==> config.mk <==
export PLATFORM = sky130hd
export DESIGN_NAME = req_arbiter8
export DESIGN_NICKNAME = d
export VERILOG_FILES = /design/src/rtl/req_arbiter8.sv
export SDC_FILE = /design/constraint.sdc
export NUM_CORES = 1
export LEC_CHECK = 0
export BUFFER_PORTS_ARGS = -buffer_cell sky130_fd_sc_hd__buf_2
export CORE_UTILIZATION = 45
export CTS_CLUSTER_DIAMETER = 200
export CTS_CLUSTER_SIZE = 10
export DETAILED_ROUTE_END_ITERATION = 8
export GPL_ROUTABILITY_DRIVEN = 0
export GPL_TIMING_DRIVEN = 1
export PLACE_DENSITY_LB_ADDON = 0.1
export RECOVER_POWER = 50
export SETUP_SLACK_MARGIN = 0.2
export SYNTH_ARGS = -nofsm -noshare
export SYNTH_HDL_FRONTEND = slang
export SYNTH_SLANG_ARGS = --single-unit
==> constraint.sdc <==
create_clock -name clk -period 3.1 [get_ports clk]
set_input_delay 0.62 -clock clk [delete_from_list [all_inputs] [get_ports clk]]
set_output_delay 0.62 -clock clk [all_outputs]
set_load 0.02 [all_outputs]
==> src/rtl/req_arbiter8.sv <==
// Eight-way request arbiter: fixed-priority or round-robin winner selection,
// bounded grant hold time, and a mandatory release/idle gap between grants.
module req_arbiter8 #(
   parameter int unsigned HOLD_MAX = 15
) (
   input  logic       clk,
   input  logic       rst_n,
   input  logic       ena,
   input  logic       mode,
   input  logic [7:0] req,
   output logic [7:0] grant,
   output logic [2:0] grant_id,
   output logic       grant_valid,
   output logic       timeout,
   output logic       any_req
);

   typedef enum logic [1:0] {IDLE, GRANT, RELEASE} state_t;

   state_t     state, state_nx;
   logic [2:0] ptr, ptr_nx;
   logic [2:0] owner, owner_nx;
   logic [7:0] hold_cnt, hold_nx;
   logic [7:0] grant_nx;
   logic [2:0] id_nx;
   logic       valid_nx;
   logic       timeout_nx;
   logic [2:0] win;
   logic       drop;
   logic       expire;

   function automatic logic [2:0] fixed_pick(input logic [7:0] r);
      logic [2:0] idx;
      idx = 3'd0;
      for (int i = 0; i < 8; i++) begin
         if (r[i]) idx = 3'(i);
      end
      return idx;
   endfunction

   // Search starts at the pointer and wraps; the first hit wins.
   function automatic logic [2:0] rr_pick(input logic [7:0] r, input logic [2:0] p);
      logic [2:0] idx;
      logic [2:0] cand;
      logic       found;
      idx   = 3'd0;
      found = 1'b0;
      for (int k = 0; k < 8; k++) begin
         cand = p + 3'(k);
         if (!found && r[cand]) begin
            idx   = cand;
            found = 1'b1;
         end
      end
      return idx;
   endfunction

   assign any_req = |req;
   assign win     = mode ? rr_pick(req, ptr) : fixed_pick(req);
   assign drop    = !req[owner] || !ena;
   assign expire  = (hold_cnt == 8'(HOLD_MAX));

   always_comb begin
      state_nx   = state;
      ptr_nx     = ptr;
      owner_nx   = owner;
      hold_nx    = hold_cnt;
      grant_nx   = 8'd0;
      id_nx      = 3'd0;
      valid_nx   = 1'b0;
      timeout_nx = 1'b0;
      case (state)
         IDLE: begin
            hold_nx = 8'd0;
            if (ena && any_req) begin
               state_nx = GRANT;
               owner_nx = win;
               grant_nx = 8'b1 << win;
               id_nx    = win;
               valid_nx = 1'b1;
               hold_nx  = 8'd1;
            end
         end
         GRANT: begin
            if (drop || expire) begin
               // A dropped request or disable masks the expiry pulse.
               state_nx   = RELEASE;
               timeout_nx = expire && !drop;
               hold_nx    = 8'd0;
            end else begin
               grant_nx = grant;
               id_nx    = owner;
               valid_nx = 1'b1;
               hold_nx  = hold_cnt + 8'd1;
            end
         end
         RELEASE: begin
            state_nx = IDLE;
            ptr_nx   = owner + 3'd1;
         end
         default: state_nx = IDLE;
      endcase
   end

   always_ff @(posedge clk) begin
      if (!rst_n) begin
         state       <= IDLE;
         ptr         <= 3'd0;
         owner       <= 3'd0;
         hold_cnt    <= 8'd0;
         grant       <= 8'd0;
         grant_id    <= 3'd0;
         grant_valid <= 1'b0;
         timeout     <= 1'b0;
      end else begin
         state       <= state_nx;
         ptr         <= ptr_nx;
         owner       <= owner_nx;
         hold_cnt    <= hold_nx;
         grant       <= grant_nx;
         grant_id    <= id_nx;
         grant_valid <= valid_nx;
         timeout     <= timeout_nx;
      end
   end

endmodule

# == Yosys cells after proc, flatten, opt, wreduce, memory -nomap -nowiden ==
# Cells that the tools add are included.
# totals
wordCells,115
out_inout_bits,14
register_bits,29
# classes
n_addsub,9
order_cmp,9
n_eq_ne,5
n_shift,1
reduce_logical,27
muxes,56
# op_table
operator,count
2-to-1 mux 3 bit,17
< comparator 3 x 4 -> 1 bit (second input constant),9
one-hot mux 8 bit (2 select lines),2
binary-select mux 1 bit (select 3 bit),9
2-to-1 mux 8 bit,3
2-to-1 mux 1 bit,20
adder 3 bit (second input constant),4
zero test 1 bit,10
logical AND 1 bit,9
adder 8 x 1 -> 8 bit (second input constant),1
equality test 8 x 4 -> 1 bit (second input constant),1
OR reduction 8 bit,1
left shift 1 x 3 -> 8 bit (first input constant),1
adder 3 x 1 -> 3 bit (second input constant),2
adder 3 x 2 -> 3 bit (second input constant),2
one-hot mux 3 bit (2 select lines),1
2-to-1 mux 2 bit,2
inequality test 2 bit (second input constant),2
one-hot mux 2 bit (2 select lines),1
AND reduction 2 bit,2
AND reduction 3 bit,1
equality test 2 x 1 -> 1 bit (second input constant),1
equality test 2 bit (second input constant),1
zero test 2 bit,1
3 further kinds,4

# == Depth between registers and ports, before layout ==
# depth
depth_word,28
mapped_depth,13
mapped_depth_nobuf,10

# == Worst setup path after synthesis ==
# OpenSTA, ideal clock, no wires.
# synth_timing
path_type,register -> register
startpoint,reg ptr[1]
endpoint,reg grant[2]
path_slack_ps,-273
path_stages_with_launch,13
t_required_ps,2983
arrival_time_ps,3256
path_buffers,3
setup_ps,117
synth_period_minus_slack_ps,3373
path_cell_list,dfxtp_1 > buf_2 > buf_2 > inv_1 > ha_1 > buf_6 > mux4_2 > mux2i_1 > a22oi_2 > o311a_1 > a221oi_2 > o21ai_0 > a32o_1
# synth_between
elab_chain_cells,28
elab_cells_between_ends,56
# synth_lines
element,line_no,rtl
start: declaration,21,"logic [2:0] ptr, ptr_nx;"
start signal: assignment,117,ptr <= ptr_nx;
branches (longest 23 deep; another with adder 3 x 1 -> 3 bit),-,
2-to-1 mux 3 bit *,50,if (!found && r[cand]) begin
2-to-1 mux 3 bit *,59,"assign win = mode ? rr_pick(req, ptr) : fixed_pick(req);"
left shift 1 x 3 -> 8 bit *,78,grant_nx = 8'b1 << win;
2-to-1 mux 8 bit *,75,if (ena && any_req) begin
one-hot mux 8 bit (2 select lines) *,72,case (state)
end signal: assignment,120,grant <= grant_nx;
end: declaration,11,"output logic [7:0] grant,"
# Mark *: on every way between the ends. The select of a mux whose other input is x is not followed.
# A chain may end at the register's enable or synchronous reset.

# == Worst setup path in the final report ==
# layout_timing
startpoint,in req[4]
endpoint,out any_req
# layout_between
elab_chain_cells,1
# layout_lines
element,line_no,rtl
start: declaration,10,"input logic [7:0] req,"
OR reduction 8 bit,58,assign any_req = |req;
end: declaration,15,output logic any_req
# No other way between the ends.

==> impl_metrics.json <==
{
  "outcome": "complete, no violations",
  "tightest_slew_ns": 0.951,
  "final_core_utilization_pct": 56.5,
  "synth_nets": 272,
  "grt_pass1_wl_um": 9720,
  "tns_ns": 0,
  "via_count": 2118,
  "ys_ff_latch": 29,
  "ant_nets": 0,
  "yosysSeqAreaShare_pct": 24.7,
  "mostFrequentLayoutCell": "dfxtp_1",
  "routedWlPerCell_um": 16.0,
  "cp_data_arrival_time_ns": 2.34,
  "cp_max_fo": 13,
  "finalSetupViolations": 0,
  "criticalPathCategory": "in -> out",
  "syn2layout_area_growth_pct": 17.2,
  "synth_top_cells_by_area": "dfxtp_1 25%, mux4_2 18%, mux2i_1 6.4%",
  "fin_crit_sh_pct": 95.4,
  "grt_max_degree": 17,
  "syn_area_sq_um": 2350,
  "synth_edf_count": 0,
  "final_nets": 305,
  "async_reset_ff_share_pct": 0,
  "synth_simple_gate_area_share_pct": 19.2,
  "drv_cap": 0,
  "avgSynthCellArea_sq_um": 9.18,
  "io-pin-count": 26,
  "r2r_slack_ns": 0.16,
  "layout_common_cells": "27 x dfxtp_1, 25 x nand2_1, 23 x nor2_1",
  "fp.dieH_um": 74.3,
  "dieArea_sq_um": 5520,
  "clock_sinks": 29,
  "timing.fmax_ghz": 0.338,
  "ir_worst_vdd_mv": 0.208,
  "leakagePower_nw": 1.00,
  "root_buffer": "clkbuf_8",
  "cts_tree": "built",
  "synth_top_area_share_pct": 24.7,
  "post-route-min-period_ns": 2.96,
  "synth_xor_area_share_pct": 3.73,
  "numCtsBuffers": 5,
  "p_per_area_nw_per_um2": 379,
  "firstDrtPassIters": 4,
  "netlist-cell-type-count": 56,
  "grt_use_total_pct": 23.1,
  "post_drt_via_cell_ratio": 5.95,
  "routed_wirelength_um": 5710,
  "core_sq_um": 4880,
  "drv_slew": 0,
  "synth-compound-area-share_pct": 17.7,
  "row_count": 25,
  "drc": 0,
  "rsz0062_at_grt": "yes",
  "grt.overflow.total": 0,
  "min_from": "grant[0]$_SDFFE_PN0P_",
  "dp_hpwl_um": 4230,
  "finClkSkew_ns": 0.00416,
  "diodes": 0,
  "max_slew_margin_pct": 36.1,
  "start_util_pct": 48.2,
  "drtIter0Drc": 105,
  "hp-class": "reg -> reg",
  "synth_top_family_by_area": "multiplexers",
  "fp.dieW_um": 74.3,
  "hold_viol_final": 0,
  "ctsHtreeMaxLevel": 2,
  "antenna_found_initial": 0,
  "synth_top_area_cell": "dfxtp_1",
  "drive_above_1_share_pct": 30.1,
  "cp-start-kind": "input pin",
  "synthAdderAreaFrac_pct": 2.13,
  "synth_flop_cell": "dfxtp_1",
  "synth_cells": 256,
  "synth_mux_area_share_pct": 27.1,
  "critPathCaptureType": "primary output",
  "cp_data_required_time_ns": 2.48,
  "nFillCells": 459,
  "yosys_warnings": 0,
  "startpoint": "req[4]",
  "r2r_start": "ptr[1]$_SDFFE_PN0N_",
  "port-buffer-count": 25,
  "clk_latency_ns": 0.27,
  "clockBufferDepth": 2,
  "path_clk_slew_ns": 0.05,
  "grt_pass1_vias": 2023
}
## cell type report
class,instances,area (sq um),area share (%)
inverters,9,41.3,1.50
well taps,67,83.8,3.04
flip-flops and latches,29,586,21.3
clock buffers,7,86.3,3.13
multi-input cells,200,1700,61.9
repair buffers,44,254,9.22
## stage by stage
stage	worst slack, ns	total power [mW]	instance area (sq um)	instances	hold WS [ns]
CTS	0.201	1.04	2710	353	0.454
global placement	0.0624	0.728	2590	342	0.453
global route	0.0612	1.10	2760	356	0.494
finish	0.142	1.04	2760	356	0.461
detailed placement	0.112	0.725	2590	342	0.441
floorplan	0.101	0.652	2400	256	0.477
## synth_stat cells (2+ instances only)
| cell type | count |
|---|---|
| dfxtp_1 | 29 |
| nand2_1 | 26 |
| nor2_1 | 23 |
| mux4_2 | 19 |
| mux2i_1 | 15 |
| a21oi_1 | 12 |
| clkbuf_1 | 11 |
| inv_1 | 8 |
| nand3_1 | 8 |
| xor2_1 | 8 |
| o21ai_0 | 7 |
| nor3_1 | 6 |
| a211oi_1 | 5 |
| nand2b_1 | 5 |
| and2_1 | 4 |
| ha_1 | 4 |
| mux2_2 | 4 |
| a21o_1 | 3 |
| and3_1 | 3 |
| buf_2 | 3 |
| buf_6 | 3 |
| nor2b_1 | 3 |
| nor4_1 | 3 |
| o31ai_2 | 3 |
| a21boi_0 | 2 |
| a21boi_1 | 2 |
| a21oi_2 | 2 |
| a22oi_1 | 2 |
| a31oi_1 | 2 |
| a32o_1 | 2 |
| o22ai_1 | 2 |
| o31ai_1 | 2 |
| xnor2_1 | 2 |
## path summary, 6_finish.rpt
kind,cells after the start,endpoint
setup / recovery,4,any_req
hold / removal,2,grant[0]$_SDFFE_PN0P_
setup reg to reg,11,grant[1]$_SDFFE_PN0P_
hold reg to reg,2,grant[0]$_SDFFE_PN0P_
## routing by layer
metal  vias to the layer above  track usage, %  part of all wire, %
met2                        72            36.1                   47
met5                         -               0                    0
met3                        10            4.74                  7.0
met1                      1018            32.3                   45
met4                         0            7.55                  1.0
li1                       1018               -                    -
## repair_timing
| item | in CTS | in global routing |
|---|---|---|
| pin swaps | 2 | 1 |
| gates resized for setup | 3 | 13 |
| buffers inserted | 4 | 3 |
| endpoints found under the setup margin | 8 | 12 |
| hold buffers | 0 | 0 |
| gates cloned | 0 | 0 |
## flip-flops by register name, summed over array words and instances, names as in the netlist
register,cells
grant,8
hold_cnt,8
grant_id,3
owner,3
ptr,3
state,2
grant_valid,1
timeout,1
## critical path: stages
cell	delay (ns)
clkbuf_1	0.24
or4_1	0.60
or4b_2	0.68
buf_2	0.20
## logic make-up after synthesis
family / after synthesis
AO/OA/AOI/OAI: 56
XOR/XNOR: 10
adder cells (fa/ha/maj): 4
buffers and inverters: 27
flip-flops: 29
multiplexers: 39
AND/OR/NAND/NOR: 91
## power breakdown
| group | internal (mW) | switching (mW) |
|---|---|---|
| clock network | 0.175 | 0.125 |
| registers | 0.388 | 0.0159 |
| logic | 0.155 | 0.186 |
| total | 0.718 | 0.326 |
(Power assumes the default switching activity.)
